File: src/rtl/communication_send_if.sv
// communication_send_if: local byte handshake plus the serial link pins toward FPGA2
interface communication_send_if;
  logic       send_en;
  logic       en;
  logic       tx_valid;
  logic [7:0] tx_data;
  logic       tx_ready;
  logic       send_data;
  logic       freq;
  logic       busy;
  logic       done;
  modport slave (input send_en, en, tx_valid, tx_data, output tx_ready, send_data, freq, busy, done);
  modport master (output send_en, en, tx_valid, tx_data, input tx_ready, send_data, freq, busy, done);
endinterface

File: src/rtl/communication_send.sv
// communication_send: serialises bytes (start, MSB-first data, stop) with a forwarded bit clock
module communication_send #(
  parameter int CLK_DIV     = 4,
  parameter int SYNC_STAGES = 2
) (
  input logic                 clk,
  input logic                 rst,
  communication_send_if.slave bus
);
  localparam int CW = $clog2(2 * CLK_DIV);
  localparam logic [CW-1:0] HALF_END = CW'(CLK_DIV - 1);
  localparam logic [CW-1:0] GAP_END  = CW'(2 * CLK_DIV - 1);
  typedef enum logic [1:0] {IDLE, WAIT_EN, SHIFT, GAP} state_t;
  state_t                 state, state_n;
  logic [7:0]             shreg, shreg_n;
  logic [3:0]             bit_cnt, bit_cnt_n;
  logic [CW-1:0]          cnt, cnt_n;
  logic                   line, line_n, freq_r, freq_n, done_r, done_n;
  logic [SYNC_STAGES-1:0] en_sh, send_en_sh;
  logic                   en_sync, send_en_sync, xfer;
  assign en_sync      = en_sh[SYNC_STAGES-1];
  assign send_en_sync = send_en_sh[SYNC_STAGES-1];
  assign bus.tx_ready = (state == IDLE) && send_en_sync;
  assign bus.busy     = state != IDLE;
  assign bus.send_data = line;
  assign bus.freq     = freq_r;
  assign bus.done     = done_r;
  assign xfer         = bus.tx_valid && bus.tx_ready;
  always_ff @(posedge clk or negedge rst) begin
    if (!rst) begin
      state      <= IDLE;
      shreg      <= '0;
      bit_cnt    <= '0;
      cnt        <= '0;
      line       <= 1'b1;
      freq_r     <= 1'b0;
      done_r     <= 1'b0;
      en_sh      <= '0;
      send_en_sh <= '0;
    end else begin
      state      <= state_n;
      shreg      <= shreg_n;
      bit_cnt    <= bit_cnt_n;
      cnt        <= cnt_n;
      line       <= line_n;
      freq_r     <= freq_n;
      done_r     <= done_n;
      en_sh      <= SYNC_STAGES'({en_sh, bus.en});
      send_en_sh <= SYNC_STAGES'({send_en_sh, bus.send_en});
    end
  end
  // Ones are shifted in behind the data so shreg[7] is already the stop bit after bit 8
  always_comb begin
    state_n   = state;
    shreg_n   = shreg;
    bit_cnt_n = bit_cnt;
    cnt_n     = cnt;
    line_n    = line;
    freq_n    = freq_r;
    done_n    = 1'b0;
    case (state)
      IDLE: begin
        line_n = 1'b1;
        freq_n = 1'b0;
        if (xfer) begin
          state_n = WAIT_EN;
          shreg_n = bus.tx_data;
        end
      end
      WAIT_EN: if (en_sync) begin
        state_n   = SHIFT;
        line_n    = 1'b0;
        freq_n    = 1'b0;
        bit_cnt_n = '0;
        cnt_n     = '0;
      end
      SHIFT: if (cnt == HALF_END) begin
        cnt_n  = '0;
        freq_n = ~freq_r;
        if (freq_r && bit_cnt == 4'd9) begin
          state_n = GAP;
          line_n  = 1'b1;
          freq_n  = 1'b0;
          done_n  = 1'b1;
        end else if (freq_r) begin
          bit_cnt_n = bit_cnt + 4'd1;
          line_n    = shreg[7];
          shreg_n   = {shreg[6:0], 1'b1};
        end
      end else cnt_n = cnt + 1'b1;
      GAP: begin
        cnt_n   = cnt == GAP_END ? '0 : cnt + 1'b1;
        state_n = cnt == GAP_END ? IDLE : GAP;
      end
    endcase
  end
endmodule

File: src/flat_wrapper.sv
// flat-port wrapper written by rule: the top's interface ports become plain ports
module communication_send_flat 
#(
  parameter int CLK_DIV     = 4,
  parameter int SYNC_STAGES = 2
)
  (clk, rst, bus_send_en, bus_en, bus_tx_valid, bus_tx_data, bus_tx_ready, bus_send_data, bus_freq, bus_busy, bus_done);
  communication_send_if bus_i ();
  input logic clk;
  input logic rst;
  input wire logic [$bits(bus_i.send_en)-1:0] bus_send_en;
  input wire logic [$bits(bus_i.en)-1:0] bus_en;
  input wire logic [$bits(bus_i.tx_valid)-1:0] bus_tx_valid;
  input wire logic [$bits(bus_i.tx_data)-1:0] bus_tx_data;
  output wire logic [$bits(bus_i.tx_ready)-1:0] bus_tx_ready;
  output wire logic [$bits(bus_i.send_data)-1:0] bus_send_data;
  output wire logic [$bits(bus_i.freq)-1:0] bus_freq;
  output wire logic [$bits(bus_i.busy)-1:0] bus_busy;
  output wire logic [$bits(bus_i.done)-1:0] bus_done;
  assign bus_i.send_en = bus_send_en;
  assign bus_i.en = bus_en;
  assign bus_i.tx_valid = bus_tx_valid;
  assign bus_i.tx_data = bus_tx_data;
  assign bus_tx_ready = bus_i.tx_ready;
  assign bus_send_data = bus_i.send_data;
  assign bus_freq = bus_i.freq;
  assign bus_busy = bus_i.busy;
  assign bus_done = bus_i.done;
  communication_send #(.CLK_DIV(CLK_DIV), .SYNC_STAGES(SYNC_STAGES)) u_core (.clk(clk), .rst(rst), .bus(bus_i));
endmodule
File: config.mk
export PLATFORM = sky130hd
export DESIGN_NAME = communication_send_flat
export DESIGN_NICKNAME = d
export VERILOG_FILES = /design/src/rtl/communication_send_if.sv /design/src/rtl/communication_send.sv /design/src/flat_wrapper.sv
export SDC_FILE = /design/constraint.sdc
export NUM_CORES = 1
export LEC_CHECK = 0
export CELL_PAD_IN_SITES_DETAIL_PLACEMENT = 1
export CELL_PAD_IN_SITES_GLOBAL_PLACEMENT = 1
export CORE_MARGIN = 2
export CORE_UTILIZATION = 28
export DETAILED_ROUTE_END_ITERATION = 8
export GPL_ROUTABILITY_DRIVEN = 0
export PLACE_DENSITY = 0.61
export SLEW_MARGIN = 20
export SYNTH_ARGS = -nofsm -noshare
export SYNTH_HDL_FRONTEND = slang
export SYNTH_SLANG_ARGS = --single-unit
File: constraint.sdc
create_clock -name clk -period 5.55 [get_ports clk]
set_input_delay 1.665 -clock clk [delete_from_list [all_inputs] [get_ports clk]]
set_output_delay 1.665 -clock clk [all_outputs]
set_load 0.01 [all_outputs]
Yosys cells after proc, flatten, opt, wreduce, memory -nomap -nowiden
Index checks and enable logic that the tools add are counted.
{"block": "totals", "reg_bits": 24, "output_inout_bits": 5, "in_bits": 13}
{"block": "classes", "mux": 31, "n_addsub": 2, "eq_ne": 13, "bitwise_logic": 1, "reduce_logical": 15}
{"op": "$mux 8", "count": 4}
{"op": "$mux 4", "count": 4}
{"op": "$pmux 8 s2", "count": 1}
{"op": "$mux 2", "count": 5}
{"op": "$ne 2x1->1 const B", "count": 5}
{"op": "$reduce_and 5->1", "count": 2}
{"op": "$mux 1", "count": 9}
{"op": "$mux 3", "count": 3}
{"op": "$pmux 3 s3", "count": 1}
{"op": "$pmux 2 s4", "count": 1}
{"op": "$pmux 4 s2", "count": 1}
{"op": "$reduce_and 4->1", "count": 2}
{"op": "$pmux 1 s3", "count": 2}
{"op": "$reduce_bool 2->1", "count": 3}
{"op": "$reduce_bool 3->1", "count": 2}
{"op": "$add 4x1->4 const B", "count": 1}
{"op": "$eq 2x2->1 const B", "count": 2}
{"op": "$eq 4x4->1 const B", "count": 1}
{"op": "$add 3x1->3 const B", "count": 1}
{"op": "$eq 3x2->1 const B", "count": 1}
{"op": "$eq 3x3->1 const B", "count": 1}
{"op": "$logic_and 1x1->1", "count": 3}
{"op": "$ne 3x1->1 const B", "count": 1}
{"op": "$reduce_and 3->1", "count": 1}
{"op": "other kinds (5)", "count": 5}

Longest topological paths before layout
Gate-level depths: netlist (run 1).
{"block": "logic_depth", "word_depth": 5, "depth_mapped": 5}

Least setup slack after synthesis (run 1)
OpenSTA, ideal clock, no wires.
{"block": "synth_timing", "path_kind": "register to output", "from": "reg u_core.state[0]", "to": "out bus_tx_ready", "setup_slack_ns": 2.958, "n_path_buf": 1, "path_stages_with_launch": 4, "arrival_ns": 0.927, "required_ns": 3.885, "path_cell_list": "dfrtp_1 -> buf_6 -> or2_4 -> nor2_1"}
{"block": "synth_between", "elab_chain_len": 2}
{"item": "from (decl)", "line": "communication_send.sv:14", "rtl": "state_t state, state_n;"}
{"item": "from (signal assigned)", "line": "communication_send.sv:41", "rtl": "state <= state_n;"}
{"item": "$logic_not 2->1", "line": "communication_send.sv:23", "rtl": "assign bus.tx_ready = (state == IDLE) && send_en_sync;"}
{"item": "$logic_and 1x1->1", "line": "communication_send.sv:23"}
{"item": "to (decl)", "line": "flat_wrapper.sv:15", "rtl": "output wire logic [$bits(bus_i.tx_ready)-1:0] bus_tx_ready;"}
No other way between the ends.

Worst setup path after layout (run 1)
{"block": "layout_timing", "from": "reg u_core.state[1]", "to": "out bus_tx_ready"}
The elaborated chain is that of the path after synthesis.

==> reports/metrics.csv, run 1 <==
metric,value,unit
status,completed,
antenna_cells,0,
critical_path_fanouts_max,25,
pwr-share-seq,0.440,
critical_path.top_delay_family,flip-flops,
drt_wirelength,2680,um
proportion_of_power_drawn_by_the_clock_network,0.155,
grt_max_degree,26,
timing.clock.skew,0.00717,ns
worst_path_cell_trace,or2_4 -> nor2_1 -> clkdlybuf4s50_1,
synth-seq-area-share,0.460,
critical_path_buf_inv_count,1,
std_cell_rows,24,
coreArea,4410,um2
place.port_buffers,17,
yosys_warnings,0,
tns,0,ns
arrival,1.97,ns
grt_pass1_wl,4590,um
tritoncts.num_buffers,3,
static-leakage-power,0.738,nW
clock_insertion_delay_worst_skew,0.27,ns
die_height,72.4,um
antenna_violations_before_repair,0,
synth_area_per_cell,11.6,um2
cts.sinks,24,
layout_commonest_cell,sky130_fd_sc_hd__dfrtp_1,
worst_pin_slew,0.784,ns
rsz0062_at_grt,false,
net-switching-power,0.254,mW
cts-root-buf,sky130_fd_sc_hd__clkbuf_8,
synth_area,1310,um2
final.period_utilization,0.655,
clk_pin_slew_worst_paths,0.09,ns
drt_first_pass_iters,4,
via_count,901,
period_needed,3.64,ns
maxSlewViolCount,0,
groute.usage.overall,0.112,
startpoint_type,flop,
flow.area_growth_from_synthesis,19.1,%
critical-path-slowest-cell,sky130_fd_sc_hd__dfrtp_1,
worst_hold_margin,0.358,ns
critical-path-max-stage-delay,0.67,ns
cts_htree_levels,1,
worst_slew_margin_rel,0.477,
top_level_ports,18,
timing_worst_setup_path_type,reg -> out,
ir_drop,0.141,mV
cap_violations,0,
dr.first_iter.drc_count,23,
report.final.hold_viol_count,0,
cts.repair.resized,0,
cts_hold_repair.buffers,0,
die_x_extent,72.4,um
final_hpwl_from_detailed_placement,1890,um
post_route_cells_drive_above_1_share,0.169,
total_number_of_nets_in_the_final_design,150,
hold_class,reg -> reg,
setup_viol,0,
detail-route-antenna-nets,0,
pwr_density_cell,453,nW/um2
postCtsSetupBuffers,0,
sw_frac_of_total,0.360,
drc,0,
place_ws,2.19,ns
end_kind,primary output,
timing.final.ws_setup,1.91,ns
first_global_vias,942,
grt_remaining_overflow,0,
clock_path_buffers,2,
synth_cell_types,39,
cp.required,3.88,ns
share_comb_of_total_power,0.405,
synth_fp_nets,132,
ys_seq_elements,24,
maxClockFrequency,0.275,GHz
layout.cells.most_common_list,"23 x sky130_fd_sc_hd__dfrtp_1, 17 x sky130_fd_sc_hd__clkdlybuf4s50_1, 12 x sky130_fd_sc_hd__nand2_1",
tritoncts,done,
initial_utilization,0.296,
syn_inst,113,
detail_route.wl_per_cell,14.7,um
cell_internal_pwr,0.452,mW
fp.dieArea,5240,um2
vias_per_cell,4.95,
## registers in the layout (all words and copies together) (netlist names), 2 cells and up
signal	flops
u_core.shreg	8
u_core.bit_cnt	4
u_core.cnt	3
u_core.en_sh	2
u_core.send_en_sh	2
u_core.state	2
## per-stage QoR
stage,power (mW),cell area [um2],std cells,util
floorplan,0.523,1310,113,-
global placement,0.585,1510,178,0.343
detailed placement,0.603,1510,178,0.343
CTS,0.717,1560,182,0.353
global route,0.770,1560,182,0.353
finish,0.707,1560,182,0.353
## cell type report
type / count / area [um2]
fillers: 464 / 2860
multi-input cells: 77 / 643
flip-flops and latches: 24 / 602
repair buffers: 18 / 178
well taps: 52 / 65.1
clock buffers: 4 / 45.0
inverters: 7 / 26.3
## worst paths after layout
kind	from	to	slack, ns	depth (start not counted)
max	u_core.state[1]$_DFFE_PN0P_	bus_tx_ready	1.91	3
max reg2reg	u_core.cnt[0]$_DFFE_PN0P_	u_core.shreg[6]$_DFFE_PN0P_	3.60	5
min in group asynchronous	rst	u_core.bit_cnt[1]$_DFFE_PN0P_	1.75	2
min	u_core.send_en_sh[0]$_DFF_PN0_	u_core.send_en_sh[1]$_DFF_PN0_	0.36	0
max in group asynchronous	rst	u_core.bus.send_data$_DFFE_PN1P_	3.50	2
min reg2reg	u_core.send_en_sh[0]$_DFF_PN0_	u_core.send_en_sh[1]$_DFF_PN0_	0.36	0
## Yosys cell counts
| cell | count | area (um2) |
|---|---|---|
| sky130_fd_sc_hd__nor2b_1 | 2 | 12.5 |
| sky130_fd_sc_hd__o211a_1 | 1 | 10.0 |
| sky130_fd_sc_hd__nor3_1 | 1 | 5.00 |
| sky130_fd_sc_hd__and3_1 | 1 | 6.26 |
| sky130_fd_sc_hd__or2_4 | 1 | 8.76 |
| sky130_fd_sc_hd__a21boi_0 | 3 | 22.5 |
| sky130_fd_sc_hd__and4b_4 | 1 | 13.8 |
| sky130_fd_sc_hd__a2bb2oi_4 | 1 | 26.3 |
| sky130_fd_sc_hd__buf_6 | 2 | 22.5 |
| sky130_fd_sc_hd__mux2i_1 | 4 | 40.0 |
| sky130_fd_sc_hd__o31a_1 | 1 | 8.76 |
| sky130_fd_sc_hd__inv_1 | 6 | 22.5 |
| sky130_fd_sc_hd__a311oi_1 | 2 | 17.5 |
| sky130_fd_sc_hd__a2bb2oi_1 | 1 | 8.76 |
| sky130_fd_sc_hd__ha_1 | 6 | 75.1 |
| sky130_fd_sc_hd__o22ai_1 | 1 | 6.26 |
| sky130_fd_sc_hd__and2_1 | 1 | 6.26 |
| sky130_fd_sc_hd__a222oi_1 | 1 | 10.0 |
| sky130_fd_sc_hd__a21oi_1 | 3 | 15.0 |
| sky130_fd_sc_hd__inv_2 | 1 | 3.75 |
| sky130_fd_sc_hd__nand3b_4 | 1 | 20.0 |
| sky130_fd_sc_hd__nand2b_1 | 3 | 18.8 |
| sky130_fd_sc_hd__nor2_1 | 3 | 11.3 |
| sky130_fd_sc_hd__nor4_1 | 1 | 6.26 |
| sky130_fd_sc_hd__a211oi_1 | 1 | 7.51 |
| sky130_fd_sc_hd__o22a_1 | 1 | 8.76 |
| sky130_fd_sc_hd__mux2_2 | 6 | 67.6 |
| sky130_fd_sc_hd__dfstp_2 | 1 | 26.3 |
| sky130_fd_sc_hd__nand3_1 | 4 | 20.0 |
| sky130_fd_sc_hd__nand2_1 | 12 | 45.0 |
| sky130_fd_sc_hd__dfrtp_1 | 23 | 576 |
| sky130_fd_sc_hd__a31oi_1 | 2 | 12.5 |
| sky130_fd_sc_hd__o21ai_1 | 1 | 5.00 |
| sky130_fd_sc_hd__mux2_4 | 6 | 90.1 |
| sky130_fd_sc_hd__o21ai_0 | 2 | 10.0 |
| sky130_fd_sc_hd__buf_2 | 3 | 15.0 |
| sky130_fd_sc_hd__a221oi_1 | 1 | 8.76 |
| sky130_fd_sc_hd__a211o_1 | 1 | 8.76 |
| sky130_fd_sc_hd__o311a_1 | 1 | 10.0 |
## power by group through the flow
stage / clock network [mW] / registers, mW / logic (mW)
final: 0.110 / 0.311 / 0.286
after global routing: 0.125 / 0.326 / 0.319
after CTS: 0.114 / 0.310 / 0.292
after floorplan: 0 / 0.277 / 0.246
after global placement: 0 / 0.311 / 0.274
after detailed placement: 0 / 0.315 / 0.288
## worst reg2reg max path, delay by kind of cell (launching register included)
kind,cells,cell delay (ns)
multiplexers,1,0.34
AO/OA/AOI/OAI,1,0.32
AND/OR/NAND/NOR,1,0.25
adder cells (fa/ha/maj),2,0.53
flip-flops,1,0.40
## cell families (layout without fill, tap and decap cells)
group / Yosys count / in the layout / synth area share
buffers and inverters: 12 / 29 / 0.0487
adders and majority gates: 6 / 6 / 0.0574
DFF: 24 / 24 / 0.460
AOI/OAI and AO/OA: 24 / 24 / 0.150
muxes: 16 / 16 / 0.151
and+or+nand+nor: 31 / 31 / 0.133
## routing by layer
metal | up-vias | GRT usage | part of all wire
li1 | 436 | - | -
met1 | 443 | 0.152 | 0.51
met2 | 17 | 0.174 | 0.44
met3 | 5 | 0.0208 | 0.033
met4 | 0 | 0.0503 | 0.020
met5 | - | 0 | 0
Note: power is estimated with default switching activity, not from simulation.
==> run 2: changes to the inputs <==
--- a/config.mk
+++ b/config.mk
@@ -11,7 +11,7 @@
 export CORE_UTILIZATION = 28
 export DETAILED_ROUTE_END_ITERATION = 8
 export GPL_ROUTABILITY_DRIVEN = 0
-export PLACE_DENSITY = 0.61
+export PLACE_DENSITY = 0.63
 export SLEW_MARGIN = 20
 export SYNTH_ARGS = -nofsm -noshare
 export SYNTH_HDL_FRONTEND = slang
==> constraint.sdc (replaced) <==
create_clock -name clk -period 3.1 [get_ports clk]
set_input_delay 0.93 -clock clk [delete_from_list [all_inputs] [get_ports clk]]
set_output_delay 0.93 -clock clk [all_outputs]
set_load 0.01 [all_outputs]
==> run 2 against run 1 <==
  * First-iteration DRC count rose to 2.9 times the previous value
  * Critical path depth unchanged
  * Sequential power up 63%
  * Final area up 2.6%
  * Die area unchanged
  * Utilization up 0.94 points
  * Highest routed layer unchanged
==> reports/metrics.csv, run 2 (synthesized netlist as in run 1, its figures left out) <==
metric,value,unit
drc,0,
layout_top_registers,"u_core.shreg (8), u_core.bit_cnt (4), u_core.cnt (3)",
detail-route-antenna-nets,0,
drt_first_pass_iters,4,
pwr-share-seq,0.370,
antenna_cells,0,
timing.clock.skew,0.00164,ns
period_needed,2.49,ns
worst_pin_slew,0.364,ns
initial_utilization,0.296,
cp.required,2.17,ns
groute.usage.overall,0.126,
via_count,925,
place.port_buffers,17,
finalPower,1.37,mW
post_route_cells_drive_above_1_share,0.189,
first_global_vias,1044,
largest_reg_flops,8,
cts.repair.resized,0,
layout_commonest_cell,sky130_fd_sc_hd__dfrtp_1,
flow.area_growth_from_synthesis,22.3,%
cap_violations,0,
ir_drop,0.260,mV
coreArea,4410,um2
grt_remaining_overflow,0,
hold_class,reg -> reg,
drt_wirelength,2930,um
dr.first_iter.drc_count,66,
detail_route.wl_per_cell,15.9,um
post-route-util,0.363,
rsz0062_at_grt,false,
antenna_violations_before_repair,0,
maxClockFrequency,0.402,GHz
pwr_density_cell,854,nW/um2
final_hpwl_from_detailed_placement,2100,um
proportion_of_power_drawn_by_the_clock_network,0.203,
static-leakage-power,0.760,nW
maxSlewViolCount,0,
cell_internal_pwr,0.901,mW
cts-root-buf,sky130_fd_sc_hd__clkbuf_8,
die_x_extent,72.4,um
std_cell_rows,24,
setup_viol,0,
die_height,72.4,um
sw_frac_of_total,0.341,
end_kind,primary output,
filler_cells_inserted,483,
grt_pass1_wl,5170,um
critical_path_fanouts_max,3,
startpoint_type,flop,
top_level_ports,18,
tns,0,ns
clk_pin_slew_worst_paths,0.09,ns
arrival,1.56,ns
layout.cells.most_common_list,"23 x sky130_fd_sc_hd__dfrtp_1, 17 x sky130_fd_sc_hd__clkdlybuf4s50_1, 12 x sky130_fd_sc_hd__nand2_1",
tritoncts.num_buffers,3,
top_register,u_core.shreg,
fp.dieArea,5240,um2
total_number_of_nets_in_the_final_design,152,
postCtsSetupBuffers,0,
net-switching-power,0.466,mW
report.final.hold_viol_count,0,
clock_path_buffers,2,
worst_slew_margin_rel,0.756,
status,completed,
cts_hold_repair.buffers,0,
timing_worst_setup_path_type,reg -> out,
tritoncts,done,
vias_per_cell,5.03,
final.period_utilization,0.802,
cts.sinks,24,
share_comb_of_total_power,0.427,
cts_htree_levels,1,
grt_max_degree,25,
clock_insertion_delay_worst_skew,0.27,ns
[run 2: cell type report]
cell class	instances	area [um2]	area share
Clock buffer	3	41.3	0.0258
Multi-Input combinational cell	77	643	0.402
Sequential cell	24	602	0.376
Tap cell	52	65.1	0.0407
Inverter	7	26.3	0.0164
Clock inverter	1	30.0	0.0188
Timing Repair Buffer	20	193	0.120
[run 2: path summary, 6_finish.rpt]
path,startpoint,slack (ns),end,cells after the start
setup / recovery,u_core.state[0]$_DFFE_PN0P_,0.61,bus_tx_ready,3
hold / removal,u_core.en_sh[0]$_DFF_PN0_,0.36,u_core.en_sh[1]$_DFF_PN0_,0
setup reg to reg,u_core.cnt[0]$_DFFE_PN0P_,1.12,u_core.shreg[2]$_DFFE_PN0P_,5
hold reg to reg,u_core.en_sh[0]$_DFF_PN0_,0.36,u_core.en_sh[1]$_DFF_PN0_,0
max in group asynchronous,rst,1.79,u_core.bus.send_data$_DFFE_PN1P_,2
min in group asynchronous,rst,1.02,u_core.send_en_sh[1]$_DFF_PN0_,2
[run 2: power by group through the flow]
stage	clock (mW)	combinational, mW	sequential [mW]
CTS	0.285	0.596	0.508
global route	0.303	0.654	0.524
finish	0.277	0.583	0.506
global placement	0	0.559	0.503
detailed placement	0	0.589	0.513
floorplan	0	0.441	0.496
[run 2: metrics by stage]
| step | setup WS (ns) | area [um2] | std cells | hold slack (ns) |
|---|---|---|---|---|
| 2_1_floorplan | 1.24 | 1310 | 113 | 0.331 |
| 3_3_place_gp | 0.820 | 1530 | 180 | 0.332 |
| 3_5_place_dp | 0.779 | 1530 | 180 | 0.339 |
| 4_1_cts | 0.593 | 1600 | 184 | 0.360 |
| 5_1_grt | 0.554 | 1600 | 184 | 0.376 |
| 6_report | 0.614 | 1600 | 184 | 0.357 |
[run 2: critical path, cell delays in order (launching register included)]
cell and delay [ns]:
sky130_fd_sc_hd__dfrtp_1 0.39, sky130_fd_sc_hd__or2_4 0.27, sky130_fd_sc_hd__nor2_1 0.09, sky130_fd_sc_hd__clkdlybuf4s50_1 0.54
[run 2: per-layer routing]
metal	vias to the layer above	GRT usage	part of all wire
met5	-	0	0
met3	2	0.0292	0.026
met4	0	0.0356	0.0092
li1	445	-	-
met1	463	0.159	0.45
met2	15	0.216	0.51
